<file path="src/rtl/ble_framer_pkg.sv">
// Shared definitions for the BLE packet framer: state encoding, CRC24 and
// whitening polynomials, and on-air field lengths.
package ble_framer_pkg;

    typedef enum logic [2:0] {
        S_IDLE,
        S_PREFETCH,
        S_PRE,
        S_AA,
        S_PDU,
        S_CRC,
        S_DONE
    } state_t;

    // x^24+x^10+x^9+x^6+x^4+x^3+x+1, Galois form with the x^24 term implied.
    localparam logic [23:0] CRC_POLY = 24'h00065B;

    // x^7+x^4+1: the bit leaving position 6 re-enters at positions 0 and 4.
    localparam logic [6:0] WH_TAPS = 7'b001_0001;

    localparam int PRE_LEN = 8;
    localparam int AA_LEN  = 32;
    localparam int CRC_LEN = 24;

    // The preamble alternates so that its last bit differs from the first
    // access-address bit.
    function automatic logic [7:0] preamble_for(input logic [31:0] access_addr);
        return access_addr[0] ? 8'h55 : 8'hAA;
    endfunction

endpackage

</file>
<file path="src/rtl/ble_crc_whiten.sv">
// Bit-serial CRC24 generator and 7-bit whitening LFSR. Shifting the CRC with
// bit_in tied to crc_msb cancels the feedback and shifts the result out.
module ble_crc_whiten
    import ble_framer_pkg::*;
#(
    parameter logic [23:0] CRC_INIT = 24'h555555
) (
    input  logic       pll_clko,
    input  logic       ble_rst,
    input  logic       load,
    input  logic [6:0] seed,
    input  logic       shift_crc,
    input  logic       shift_wh,
    input  logic       bit_in,
    output logic       crc_msb,
    output logic       wh_bit
);

    logic [23:0] r_crc;
    logic [6:0]  r_wh;
    logic        w_crc_fb;

    assign w_crc_fb = r_crc[23] ^ bit_in;
    assign crc_msb  = r_crc[23];
    assign wh_bit   = r_wh[6];

    // NOTE: registers update with <= so every flop samples pre-edge values.
    always_ff @(posedge pll_clko or negedge ble_rst) begin
        if (!ble_rst) begin
            r_crc <= CRC_INIT;
            r_wh  <= 7'h40;
        end else if (load) begin
            r_crc <= CRC_INIT;
            r_wh  <= seed;
        end else begin
            if (shift_crc) begin
                r_crc <= {r_crc[22:0], 1'b0} ^ (w_crc_fb ? CRC_POLY : 24'h0);
            end
            if (shift_wh) begin
                r_wh <= {r_wh[5:0], 1'b0} ^ (r_wh[6] ? WH_TAPS : 7'h0);
            end
        end
    end

endmodule

</file>
<file path="src/rtl/ble_pkt_framer.sv">
// BLE on-air bit source for the FSK modulator: preamble, access address,
// PDU bytes from packet memory and CRC24, with optional whitening.
module ble_pkt_framer
    import ble_framer_pkg::*;
#(
    parameter logic [31:0] ACCESS_ADDR = 32'h8E89BED6,
    parameter logic [23:0] CRC_INIT    = 24'h555555,
    parameter int          MEM_WAIT    = 8,
    parameter int          AW          = 8
) (
    input  logic          pll_clko,
    input  logic          ble_rst,
    input  logic          ready,
    input  logic [7:0]    pkt_size,
    input  logic [5:0]    chan_idx,
    input  logic          whiten_en,
    output logic [AW-1:0] mem_addr,
    input  logic [7:0]    mem_q,
    input  logic          sym_done,
    output logic          start,
    output logic          sym_val,
    output logic          busy,
    output logic          done
);

    localparam int         WW       = $clog2(MEM_WAIT + 1);
    localparam logic [7:0] PREAMBLE = preamble_for(ACCESS_ADDR);

    state_t        r_state;
    state_t        w_state_nxt;
    logic          r_sd_meta, r_sd_sync, r_sd_hist, r_ready_d;
    logic [7:0]    r_pkt_size, r_byte_buf, r_shadow, r_byte_cnt;
    logic [2:0]    r_bit_cnt;
    logic [4:0]    r_field_cnt;
    logic          r_whiten_en, r_fetch_busy;
    logic [WW-1:0] r_wait_cnt;
    logic [AW-1:0] r_mem_addr;

    logic          w_sd_rise, w_ready_rise, w_load, w_active, w_adv;
    logic          w_wait_done, w_field_last, w_last_byte;
    logic          w_fetch_go;
    logic [8:0]    w_fetch_idx;
    logic          w_raw_bit, w_wh_mask, w_crc_msb, w_wh_bit;
    logic          w_shift, w_crc_in;

    assign w_sd_rise    = r_sd_sync & ~r_sd_hist;
    assign w_ready_rise = ready & ~r_ready_d;
    assign w_load       = (r_state == S_IDLE) && w_ready_rise;
    assign w_active     = (r_state == S_PRE) || (r_state == S_AA) ||
                          (r_state == S_PDU) || (r_state == S_CRC);
    assign w_adv        = w_sd_rise && w_active;
    assign w_wait_done  = (r_wait_cnt == WW'(MEM_WAIT - 1));
    assign w_last_byte  = (r_byte_cnt == r_pkt_size - 8'd1);
    assign w_raw_bit    = r_byte_buf[r_bit_cnt];
    assign w_wh_mask    = r_whiten_en & w_wh_bit;
    assign w_shift      = w_adv && ((r_state == S_PDU) || (r_state == S_CRC));
    assign w_crc_in     = (r_state == S_PDU) ? w_raw_bit : w_crc_msb;
    assign mem_addr     = r_mem_addr;

    // NOTE: sym_done comes from the divided-clock domain; two flops settle any
    // metastability before the edge detector uses it.
    always_ff @(posedge pll_clko or negedge ble_rst) begin
        if (!ble_rst) begin
            r_sd_meta <= 1'b0;
            r_sd_sync <= 1'b0;
            r_sd_hist <= 1'b0;
            r_ready_d <= 1'b0;
        end else begin
            r_sd_meta <= sym_done;
            r_sd_sync <= r_sd_meta;
            r_sd_hist <= r_sd_sync;
            r_ready_d <= ready;
        end
    end

    always_ff @(posedge pll_clko or negedge ble_rst) begin
        if (!ble_rst) r_state <= S_IDLE;
        else          r_state <= w_state_nxt;
    end

    // NOTE: every combinational output gets a default first so no latch forms.
    always_comb begin
        w_field_last = 1'b0;
        case (r_state)
            S_PRE:   w_field_last = (r_field_cnt == 5'(PRE_LEN - 1));
            S_AA:    w_field_last = (r_field_cnt == 5'(AA_LEN - 1));
            S_CRC:   w_field_last = (r_field_cnt == 5'(CRC_LEN - 1));
            default: w_field_last = 1'b0;
        endcase
    end

    always_comb begin
        w_state_nxt = r_state;
        case (r_state)
            S_IDLE:     if (w_ready_rise) w_state_nxt = S_PREFETCH;
            S_PREFETCH: if (w_wait_done) w_state_nxt = S_PRE;
            S_PRE:      if (w_adv && w_field_last) w_state_nxt = S_AA;
            S_AA: begin
                if (w_adv && w_field_last) begin
                    w_state_nxt = (r_pkt_size == 8'd0) ? S_CRC : S_PDU;
                end
            end
            S_PDU:      if (w_adv && (r_bit_cnt == 3'd7) && w_last_byte) w_state_nxt = S_CRC;
            S_CRC:      if (w_adv && w_field_last) w_state_nxt = S_DONE;
            S_DONE:     if (!ready) w_state_nxt = S_IDLE;
            default:    w_state_nxt = S_IDLE;
        endcase
    end

    // Byte k+1 is requested as soon as bit 0 of byte k goes on air.
    always_comb begin
        w_fetch_go  = 1'b0;
        w_fetch_idx = 9'd0;
        if (w_adv && (r_state == S_AA) && w_field_last && (r_pkt_size > 8'd1)) begin
            w_fetch_go  = 1'b1;
            w_fetch_idx = 9'd1;
        end else if (w_adv && (r_state == S_PDU) && (r_bit_cnt == 3'd7) && !w_last_byte &&
                     (({1'b0, r_byte_cnt} + 9'd2) < {1'b0, r_pkt_size})) begin
            w_fetch_go  = 1'b1;
            w_fetch_idx = {1'b0, r_byte_cnt} + 9'd2;
        end
    end

    always_ff @(posedge pll_clko or negedge ble_rst) begin
        if (!ble_rst) begin
            r_pkt_size   <= '0;
            r_whiten_en  <= 1'b0;
            r_mem_addr   <= '0;
            r_byte_buf   <= '0;
            r_shadow     <= '0;
            r_byte_cnt   <= '0;
            r_bit_cnt    <= '0;
            r_field_cnt  <= '0;
            r_wait_cnt   <= '0;
            r_fetch_busy <= 1'b0;
        end else begin
            if (w_load) begin
                r_pkt_size   <= pkt_size;
                r_whiten_en  <= whiten_en;
                r_mem_addr   <= '0;
                r_byte_cnt   <= '0;
                r_bit_cnt    <= '0;
                r_field_cnt  <= '0;
                r_wait_cnt   <= '0;
                r_fetch_busy <= 1'b0;
            end
            if (r_state == S_PREFETCH) begin
                r_wait_cnt <= r_wait_cnt + 1'b1;
                if (w_wait_done) r_byte_buf <= mem_q;
            end
            if (r_fetch_busy) begin
                r_wait_cnt <= r_wait_cnt + 1'b1;
                if (w_wait_done) begin
                    r_shadow     <= mem_q;
                    r_fetch_busy <= 1'b0;
                end
            end
            if (w_fetch_go) begin
                r_mem_addr   <= AW'(w_fetch_idx);
                r_wait_cnt   <= '0;
                r_fetch_busy <= 1'b1;
            end
            if (w_adv) begin
                case (r_state)
                    S_PRE, S_AA, S_CRC: begin
                        r_field_cnt <= w_field_last ? 5'd0 : r_field_cnt + 5'd1;
                        r_bit_cnt   <= 3'd0;
                        r_byte_cnt  <= 8'd0;
                    end
                    S_PDU: begin
                        r_bit_cnt <= r_bit_cnt + 3'd1;
                        if ((r_bit_cnt == 3'd7) && !w_last_byte) begin
                            r_byte_cnt <= r_byte_cnt + 8'd1;
                            r_byte_buf <= r_shadow;
                        end
                    end
                    default: ;
                endcase
            end
        end
    end

    ble_crc_whiten #(
        .CRC_INIT (CRC_INIT)
    ) u_crc_whiten (
        .pll_clko  (pll_clko),
        .ble_rst   (ble_rst),
        .load      (w_load),
        .seed      ({1'b1, chan_idx}),
        .shift_crc (w_shift),
        .shift_wh  (w_shift),
        .bit_in    (w_crc_in),
        .crc_msb   (w_crc_msb),
        .wh_bit    (w_wh_bit)
    );

    // Outputs decode straight from the state so start and the first
    // preamble bit appear on the same cycle.
    always_comb begin
        start   = w_active;
        busy    = w_active;
        done    = (r_state == S_DONE);
        sym_val = 1'b0;
        case (r_state)
            S_PRE:   sym_val = PREAMBLE[r_field_cnt[2:0]];
            S_AA:    sym_val = ACCESS_ADDR[r_field_cnt];
            S_PDU:   sym_val = w_raw_bit ^ w_wh_mask;
            S_CRC:   sym_val = w_crc_msb ^ w_wh_mask;
            default: sym_val = 1'b0;
        endcase
    end

endmodule

</file>
<file path="config.mk">
export PLATFORM = sky130hd
export DESIGN_NAME = ble_pkt_framer
export DESIGN_NICKNAME = d
export VERILOG_FILES = /design/src/rtl/ble_framer_pkg.sv /design/src/rtl/ble_crc_whiten.sv /design/src/rtl/ble_pkt_framer.sv
export SDC_FILE = /design/constraint.sdc
export NUM_CORES = 1
export LEC_CHECK = 0
export ABC_AREA = 1
export BUFFER_PORTS_ARGS = -buffer_cell sky130_fd_sc_hd__buf_4
export CORE_MARGIN = 4
export CORE_UTILIZATION = 40
export DETAILED_ROUTE_END_ITERATION = 10
export GPL_ROUTABILITY_DRIVEN = 0
export PLACE_DENSITY = 0.67
export RECOVER_POWER = 25
export SYNTH_ARGS = -nofsm -noshare
export SYNTH_HDL_FRONTEND = slang
export SYNTH_SLANG_ARGS = --single-unit
</file>
<file path="constraint.sdc">
create_clock -name pll_clko -period 6.85 [get_ports pll_clko]
set_clock_uncertainty 0.1 [all_clocks]
set_input_delay 0.685 -clock pll_clko [delete_from_list [all_inputs] [get_ports pll_clko]]
set_output_delay 0.685 -clock pll_clko [all_outputs]
set_load 0.02 [all_outputs]
</file>
Word-level counts from Yosys, hierarchy flattened --
Memory sizes are Yosys's and may differ from the RTL's. Cells that the tools add are included.
Operators by class: add/subtract/negate cells 6, multiply operators 0, divide/modulo/power cells 0, magnitude comparators 5, equality and inequality tests 19, shifts and indexed selects 0, mux-type cells 52, bitwise operators 10, reduce and logical (&&, ||, !) cells 27
Operators with widths (number):
- 8-bit 2-to-1 mux | 12
- 24-bit 2-to-1 mux | 2
- 3-bit 2-to-1 mux | 9
- 5-bit 2-to-1 mux | 5
- 24-bit bitwise XOR | 1
- 3-bit case mux with 7 select lines | 1
- 4-bit 2-to-1 mux | 4
- 8-bit case mux with 2 select lines | 1
- 1-bit logical AND | 14
- 7-bit 2-to-1 mux | 2
- 3-bit == test (second input constant) | 4
- 1-bit 2-to-1 mux | 11
- 11-bit 2-to-1 mux | 1
- 5-bit == test (second input constant) | 2
- 8-bit by 2-bit adder with 9-bit output (second input constant) | 1
- 9-bit by 8-bit < comparator with 1-bit output | 1
- 8-bit by 1-bit adder with 8-bit output (second input constant) | 1
- 8-bit == test | 1
- 8-bit by 1-bit greater-than comparator with 1-bit output (second input constant) | 1
- 8-bit logical NOT | 1
- 3-bit by 4-bit < comparator with 1-bit output (second input constant) | 2
- 2-bit != test (second input constant) | 4
- 8-bit by 1-bit subtractor with 8-bit output (second input constant) | 1
- 7-bit AND reduction | 1
- other kinds (24) | 36
Word-level totals: flip-flop bits (word level) 92, latch bits 0, memory bits (writable) 0, memory bits (read-only) 40, input port bits 27, output and inout bits 12, logic and storage cells 138, memories kept 2
Memories:
- (name not given) | depth 32, width 1, read ports 1, clocked after Yosys merged registers in 0, write ports 0, RTL line ble_pkt_framer.sv:206 | S_AA: sym_val = ACCESS_ADDR[r_field_cnt];
- (name not given) | depth 8, width 1, read ports 1, clocked after Yosys merged registers in 0, write ports 0, RTL line ble_pkt_framer.sv:205 | S_PRE: sym_val = PREAMBLE[r_field_cnt[2:0]];

Depth between registers and ports, before layout --
Gate-level depths: netlist (run 1).
word-level depth 12, mapped depth 17, gate-level depth less buffers 17

Modules after synthesis --
From an unflattened synthesis (run 1), not the netlist that was laid out.
Second synthesis, totals: cell total of the unflattened synthesis 629, area, all modules 5201.2 sq um
Modules (own cells, without submodules):
- ble_pkt_framer | times used 1, cells an instance 479, area each 3816.2 sq um, sequential area each 1526.5 sq um
- ble_crc_whiten | times used 1, cells an instance 150, area each 1385.1 sq um, sequential area each 792.0 sq um

Worst setup path before layout (run 1) --
No wires, ideal clock.
kind reg-to-reg, start reg r_byte_cnt[2], end reg r_mem_addr[7] (netlist: mem_addr[7]), setup time 0.066 ns, arrival 2.189 ns, required time 6.684 ns, setup slack 4.495 ns, stages on the path, launching flop included 17, cell sequence dfrtp_1 > ha_1 > nand2_1 > nor2_1 > xnor2_1 > inv_1 > ha_1 > nand2_1 > inv_1 > nand3_1 > nor3_1 > nor2_4 > nand3_4 > nand2_2 > nor2_4 > nand2_1 > nand2_1
Between the ends: word-level cells in the longest chain between the ends 7, elaborated cells between the ends (all ways) 12
Ends and longest elaborated chain:
- from (decl) | RTL line ble_pkt_framer.sv:32 | logic [7:0] r_pkt_size, r_byte_buf, r_shadow, r_byte_cnt;
- from (signal assigned) | RTL line ble_pkt_framer.sv:173 | r_byte_cnt <= r_byte_cnt + 8'd1;
- branches (longest 7 deep; another with 8-bit by 2-bit adder with 9-bit output)
- to (signal assigned) | RTL line ble_pkt_framer.sv:159 | r_mem_addr <= AW'(w_fetch_idx);
- to (decl) | RTL line ble_pkt_framer.sv:37 | logic [AW-1:0] r_mem_addr;
Several ways; the timed one is not identified. A chain may end at the register's enable or synchronous reset.

Worst setup path after layout (run 1) --
start reg r_state[1], end reg r_byte_cnt[4]
Between the ends: word-level cells in the longest chain between the ends 6, elaborated cells between the ends (all ways) 15
Ends and longest elaborated chain:
- from (decl) | RTL line ble_pkt_framer.sv:29 | state_t r_state;
- from (signal assigned) | RTL line ble_pkt_framer.sv:78 | else r_state <= w_state_nxt;
- 3-bit logical NOT or 3-bit by 2-bit == test with 1-bit output (tied branches) | RTL line ble_pkt_framer.sv:48, ble_pkt_framer.sv:49, ble_pkt_framer.sv:164
- 1-bit logical AND or 1-bit logical OR (tied branches) | RTL line ble_pkt_framer.sv:48, ble_pkt_framer.sv:49
- 8-bit 2-to-1 mux or 1-bit logical OR (tied branches) | RTL line ble_pkt_framer.sv:137, ble_pkt_framer.sv:49
- 8-bit 2-to-1 mux or 1-bit logical OR (tied branches) | RTL line ble_pkt_framer.sv:172, ble_pkt_framer.sv:50
- 8-bit case mux with 2 select lines or 1-bit logical AND (tied branches) | RTL line ble_pkt_framer.sv:164, ble_pkt_framer.sv:51
- 8-bit 2-to-1 mux (*) | RTL line ble_pkt_framer.sv:163 | if (w_adv) begin
Mark *: on every way between the ends. The rest lies on a longest branch, timed or not.

==> results of run 1 <==
## layout make-up
cell class	count	area (um2)	share of cell area [%]
multi-input cells	408	2420	41.5
flip-flops and latches	92	2320	39.7
inverters	89	342	5.85
repair buffers	40	259	4.44
clock buffers	9	225	3.86
well taps	172	215	3.69
clock inverters	7	57.6	0.986
## cell usage after synthesis (3+ instances only)
master	count
dfstp_2	13
nor2_4	5
buf_6	3
inv_1	75
o211ai_1	4
nor2_2	3
nand2_1	125
inv_2	11
o21ai_1	9
nand3_4	3
mux2_2	8
nand2_2	3
o21ai_0	24
ha_1	19
a31oi_1	8
buf_2	7
o22ai_2	9
inv_4	3
nor2_1	54
a21oi_1	12
o22ai_1	10
nand3_1	47
a22oi_1	8
xnor2_1	5
nor3_1	4
nand4_1	18
dfrtp_1	79
xor2_1	8
## path summary, 6_finish.rpt
check                      slack [ps]       start  cells after the start            end
max in group asynchronous        4930     ble_rst                      2  r_pkt_size[2]
max                              4000  r_state[1]                      9  r_byte_cnt[4]
min                               250     ble_rst                      1    r_shadow[0]
min in group pll_clko             250   r_sd_meta                      0      r_sd_sync
min reg2reg                       250   r_sd_meta                      0      r_sd_sync
max reg2reg                      4000  r_state[1]                      9  r_byte_cnt[4]
## worst reg2reg max path: cells and delay by family (launching register included)
kind | cells | cell delay (ps)
buffers and inverters | 4 | 1420
and+or+nand+nor | 3 | 560
AOI/OAI and AO/OA | 2 | 190
DFF | 1 | 460
## registers in the layout, indices dropped and copies added (netlist names)
register            count
r_wait_cnt              4
r_sd_hist               1
r_bit_cnt               3
r_state                 3
r_fetch_busy            1
r_sd_meta               1
r_byte_cnt              8
r_whiten_en             1
r_pkt_size              8
r_sd_sync               1
mem_addr                8
r_ready_d               1
r_field_cnt             5
u_crc_whiten.r_wh       7
r_shadow                8
r_byte_buf              8
u_crc_whiten.r_crc     24
## stage by stage
step | power (mW) | setup WS, ps | instance area, um2
after global routing | 2.40 | 3690 | 5840
after global placement | 1.73 | 4290 | 5600
final | 2.22 | 4000 | 5840
after floorplan | 1.54 | 4500 | 5170
after CTS | 2.25 | 4060 | 5880
after detailed placement | 1.76 | 4110 | 5600
## metal layers
layer | routed length (um) | up-vias | track usage, %
met5 | 0 | - | 0
met4 | 99 | 0 | 4.97
met3 | 506 | 8 | 3.44
met2 | 5380 | 67 | 25.8
met1 | 5360 | 1983 | 21.8
li1 | - | 2078 | -
## power breakdown
part / internal [mW] / leakage [nW] / switching [mW]
sequential: 0.750 / 1.13 / 0.135
clock: 0.250 / 0.129 / 0.221
combinational: 0.328 / 1.53 / 0.537
## kinds of logic (layout without fill, tap and decap cells)
| logic type | Yosys count | in the layout | share of synthesized area (%) |
|---|---|---|---|
| AND/OR/NAND/NOR | 270 | 270 | 25.0 |
| buffers and inverters | 103 | 145 | 8.37 |
| AO/OA/AOI/OAI | 96 | 96 | 12.5 |
| flip-flops | 92 | 92 | 44.8 |
| adder cells (fa/ha/maj) | 19 | 19 | 4.60 |
| XOR/XNOR | 15 | 15 | 2.95 |
| multiplexers | 8 | 8 | 1.74 |
==> flow_metrics.py, run 1 <==
metrics = {
    "clock_network": {
        "cts_setup_buffers": 0,
        "h-tree-depth": 3,
        "cts_tree": "done",
        "cts_hold_buf": 0,
        "clock_latency_ps": 340,
        "cts.root.buffer_cell": "clkbuf_16",
        "cts_max_path_buffers": 2,
        "clkSinkCount": 92,
        "clk_pin_slew_worst_paths_ps": 70,
        "cts_made_buffers": 9,
        "post_cts_resized": 0,
    },
    "detailed_routing": {
        "drt_iter0_markers": 254,
        "vias": 4136,
        "drtAntennaViolNets": 0,
        "wire_per_inst_um": 13.9,
        "avgViaCountPerCell": 5.06,
        "drc": 0,
        "dr.pass1.iters": 4,
        "totalWireLength_um": 11300,
    },
    "timing": {
        "rsz0062_at_grt": "false",
        "hold_violations": 0,
        "fin_tns_setup_ps": 0,
        "fmax_ghz": 0.350,
        "relSlewSlack_pct": 25.0,
        "final_max_slew_viol_count": 0,
        "tightest_slew_ps": 1120,
        "setup_viol": 0,
        "layout_worst_path_cycle_share_pct": 41.7,
        "fin_crit_ps": 2850,
        "hold_ws_ps": 248,
    },
    "yosys": {
        "synthDistinctLibCells": 50,
        "synth_top_cell_by_area": "dfrtp_1",
        "synth_top_area_share_pct": 38.2,
        "yosys-top-cells-area": "dfrtp_1 (38%), nand2_1 (9.1%), dfstp_2 (6.6%)",
        "synth.avg_cell_area_um2": 8.58,
        "synth_warnings": 0,
        "syn_nets": 649,
        "synth_edf_count": 0,
        "syn_area_um2": 5170,
        "ys_ff_latch": 92,
        "async_flop_share_pct": 100,
        "synthFlopType": "dfrtp_1",
        "synth_cells": 603,
        "seq_area_frac_synth_pct": 44.8,
    },
    "floorplan": {
        "rows": 41,
        "core-area_um2": 12600,
        "initial_core_util_pct": 41.0,
        "die-area_um2": 14800,
        "die_w_um": 122,
        "ios": 39,
        "die_y_um": 122,
    },
    "power_and_ir_drop": {
        "power_density_nw_per_um2": 380,
        "max-vdd-ir-drop_v": 0.000187,
        "p_leak_nw": 2.80,
    },
    "cells_and_area": {
        "fill_cells": 1252,
        "final_cell_mix": "nand2_1 (125), dfrtp_1 (79), inv_1 (76)",
        "nets": 686,
        "syn2layout_area_growth_pct": 12.9,
        "antenna_cells": 0,
        "final_common_cell": "nand2_1",
        "final_util_pct": 46.3,
        "drive_gt1_share_pct": 17.4,
        "instances_no_fill": 817,
    },
    "critical_path": {
        "critical_path_arrival_ps": 2980,
        "crit_path_frequent_cell": "inv_2",
        "slowest_delay_ps": 850,
        "worst_ep_required_time_ps": 6980,
        "cp_slowest_cell": "clkbuf_1",
        "crit_buf_inv": 4,
        "path_cells": "nor2_1, inv_1, nor4_4, clkbuf_1, inv_2, nand2_1, inv_2, a21oi_1, o21ai_1",
        "critPathKind": "reg -> reg",
        "critical-path-top-delay-family": "buffers and inverters",
        "end_kind": "flip-flop",
        "cp-start-kind": "flip-flop",
        "cp_max_fo": 23,
    },
    "grt": {
        "grt_pass1_wl_um": 19400,
        "antenna_found_initial": 0,
        "grt_usage_pct": 16.1,
        "grt_max_degree": 81,
        "grt_pass1_vias": 4118,
        "gr-total-overflow": 0,
    },
    "hold_path": {
        "min_path_type": "in -> async",
    },
    "placement": {
        "io_buffers": 38,
        "dpl.hpwl_um": 8300,
        "post-place-cells": 801,
    },
    "flow_run": {
        "maxCapViolCount": 0,
    },
    "outcome": {
        "outcome": "complete, no violations",
    },
}
Power figures use the tool's default switching activity.
==> run 2: changes to the inputs <==
- clock period: 6.85 -> 2.85 ns (I/O delays scaled with it)
==> flow_metrics.py, run 2 (synthesis results as in run 1) <==
metrics = {
    "clock_network": {
        "h-tree-depth": 3,
        "cts_made_buffers": 9,
        "clock_latency_ps": 360,
        "cts.root.buffer_cell": "clkbuf_16",
        "clkSinkCount": 92,
        "clk_pin_slew_worst_paths_ps": 70,
        "cts_tree": "done",
        "cts_max_path_buffers": 2,
    },
    "critical_path": {
        "critical_path_arrival_ps": 2760,
        "end_kind": "flip-flop",
        "worst_ep_required_time_ps": 2990,
        "cp_slowest_cell": "dfrtp_1",
        "r2r_start": "r_byte_cnt[1]",
        "crit_buf_inv": 3,
        "r2r-end": "r_wait_cnt[0]",
        "critical-path-top-delay-family": "simple AND/OR/NAND/NOR gates",
        "path_cells": "inv_1, nor2_4, xor2_1, inv_1, ha_1, nand2_1, inv_1, nand2_1, nand2_1, nand4_1, nand3_1, nor2_4, nand3_4, nand4_1, o21ai_1",
        "slowest_delay_ps": 420,
        "cp_max_fo": 8,
        "critPathKind": "reg -> reg",
        "r2r_cells": 15,
        "regToRegSetupSlack_ps": 230,
        "cp-start-kind": "flip-flop",
    },
    "timing": {
        "hold_violations": 0,
        "setup_viol": 0,
        "relSlewSlack_pct": -34.4,
        "fin_tns_setup_ps": 0,
        "tightest_slew_ps": 2020,
        "fmax_ghz": 0.382,
        "rsz0062_at_grt": "false",
        "layout_worst_path_cycle_share_pct": 91.9,
        "fin_crit_ps": 2620,
        "final_max_slew_viol_count": 35,
    },
    "hold_path": {
        "min_delay_worst_endpoint": "r_pkt_size[3]",
        "min_path_type": "in -> reg",
        "min_path_cells": 3,
        "holdCritStartpoint": "pkt_size[3]",
    },
    "outcome": {
        "violations": "max-capacitance violations, max-slew violations",
        "outcome": "complete, but fails checks",
    },
    "floorplan": {
        "core-area_um2": 12600,
        "rows": 41,
        "die_y_um": 122,
        "die-area_um2": 14800,
        "ios": 39,
        "die_w_um": 122,
        "initial_core_util_pct": 41.0,
    },
    "cells_and_area": {
        "nets": 695,
        "final_cell_mix": "nand2_1 (125), dfrtp_1 (78), inv_1 (75)",
        "area.sequential_um2": 2320,
        "final_common_cell": "nand2_1",
        "largest_reg_flops": 24,
        "top_register": "u_crc_whiten.r_crc",
        "fill_cells": 1224,
        "multiInputGateArea_um2": 2440,
        "drive_gt1_share_pct": 18.8,
        "fin_area_um2": 5950,
        "antenna_cells": 0,
        "syn2layout_area_growth_pct": 15.1,
    },
    "grt": {
        "grt_usage_pct": 16.8,
        "gr-total-overflow": 0,
        "grt_pass1_vias": 4183,
        "grt_pass1_wl_um": 19900,
        "grt_max_degree": 59,
        "antenna_found_initial": 0,
    },
    "detailed_routing": {
        "totalWireLength_um": 11700,
        "vias": 4215,
        "dr.pass1.iters": 5,
        "drtAntennaViolNets": 0,
        "avgViaCountPerCell": 5.10,
        "wire_per_inst_um": 14.2,
        "drt_iter0_markers": 315,
        "drc": 0,
    },
    "placement": {
        "io_buffers": 38,
        "dpl.hpwl_um": 8400,
        "placed_cell_area_um2": 5640,
    },
    "power_and_ir_drop": {
        "p_leak_nw": 2.87,
        "power_density_nw_per_um2": 917,
        "fin_total_pwr_mw": 5.46,
        "max-vdd-ir-drop_v": 0.000526,
    },
    "flow_run": {
        "maxCapViolCount": 1,
    },
}
==> run 2: tightest hold or removal path, cell delays in order <==
cell,delay (ps)
buf_4,80
nand2_1,40
o21ai_0,50
==> run 2: how the worst max path moves through the flow <==
stage | cells past startpoint | end | startpoint
6_report | 15 | r_wait_cnt[0] | r_byte_cnt[1]
3_3_place_gp | 16 | mem_addr[1] | r_byte_cnt[2]
4_1_cts | 14 | r_wait_cnt[2] | r_byte_cnt[2]
5_1_grt | 13 | mem_addr[0] | r_byte_cnt[1]
3_5_place_dp | 14 | r_wait_cnt[2] | r_byte_cnt[2]
2_1_floorplan | 16 | mem_addr[7] | r_byte_cnt[2]
==> run 2: area by class of cell <==
| type | instances | share of cell area [%] |
|---|---|---|
| clock inverters | 7 | 1.05 |
| clock buffers | 9 | 3.78 |
| well taps | 172 | 3.61 |
| multi-input cells | 408 | 41.0 |
| repair buffers | 49 | 5.88 |
| flip-flops and latches | 92 | 39.0 |
| inverters | 89 | 5.74 |
==> run 2: per-stage QoR <==
step | hold WS, ps | cells | utilization [%] | setup slack (ps)
2_1_floorplan | -111 | 603 | - | 495
3_3_place_gp | 179 | 805 | 44.7 | 342
3_5_place_dp | 184 | 805 | 44.7 | 151
4_1_cts | 25.7 | 824 | 47.2 | 130
5_1_grt | 42.0 | 826 | 47.2 | 11.2
6_report | 35.5 | 826 | 47.2 | 232
==> run 2: timing repair <==
action / in CTS / in global routing
buffers inserted: 0 / 2
hold buffers: 3 / 0
resized for setup: 0 / 4
endpoints found under the setup margin: 0 / 12
endpoints found under the hold margin: 33 / 0
==> run 2: where the power goes <==
group	internal [mW]	switching, mW	total [mW]
sequential	1.80	0.322	2.12
combinational	0.819	1.33	2.15
clock	0.614	0.575	1.19
==> run 2: metal layers <==
metal	track usage [%]	share of wire, %
met1	22.2	47
met2	27.1	47
met5	0	0
met4	5.60	1.5
met3	4.13	4.5
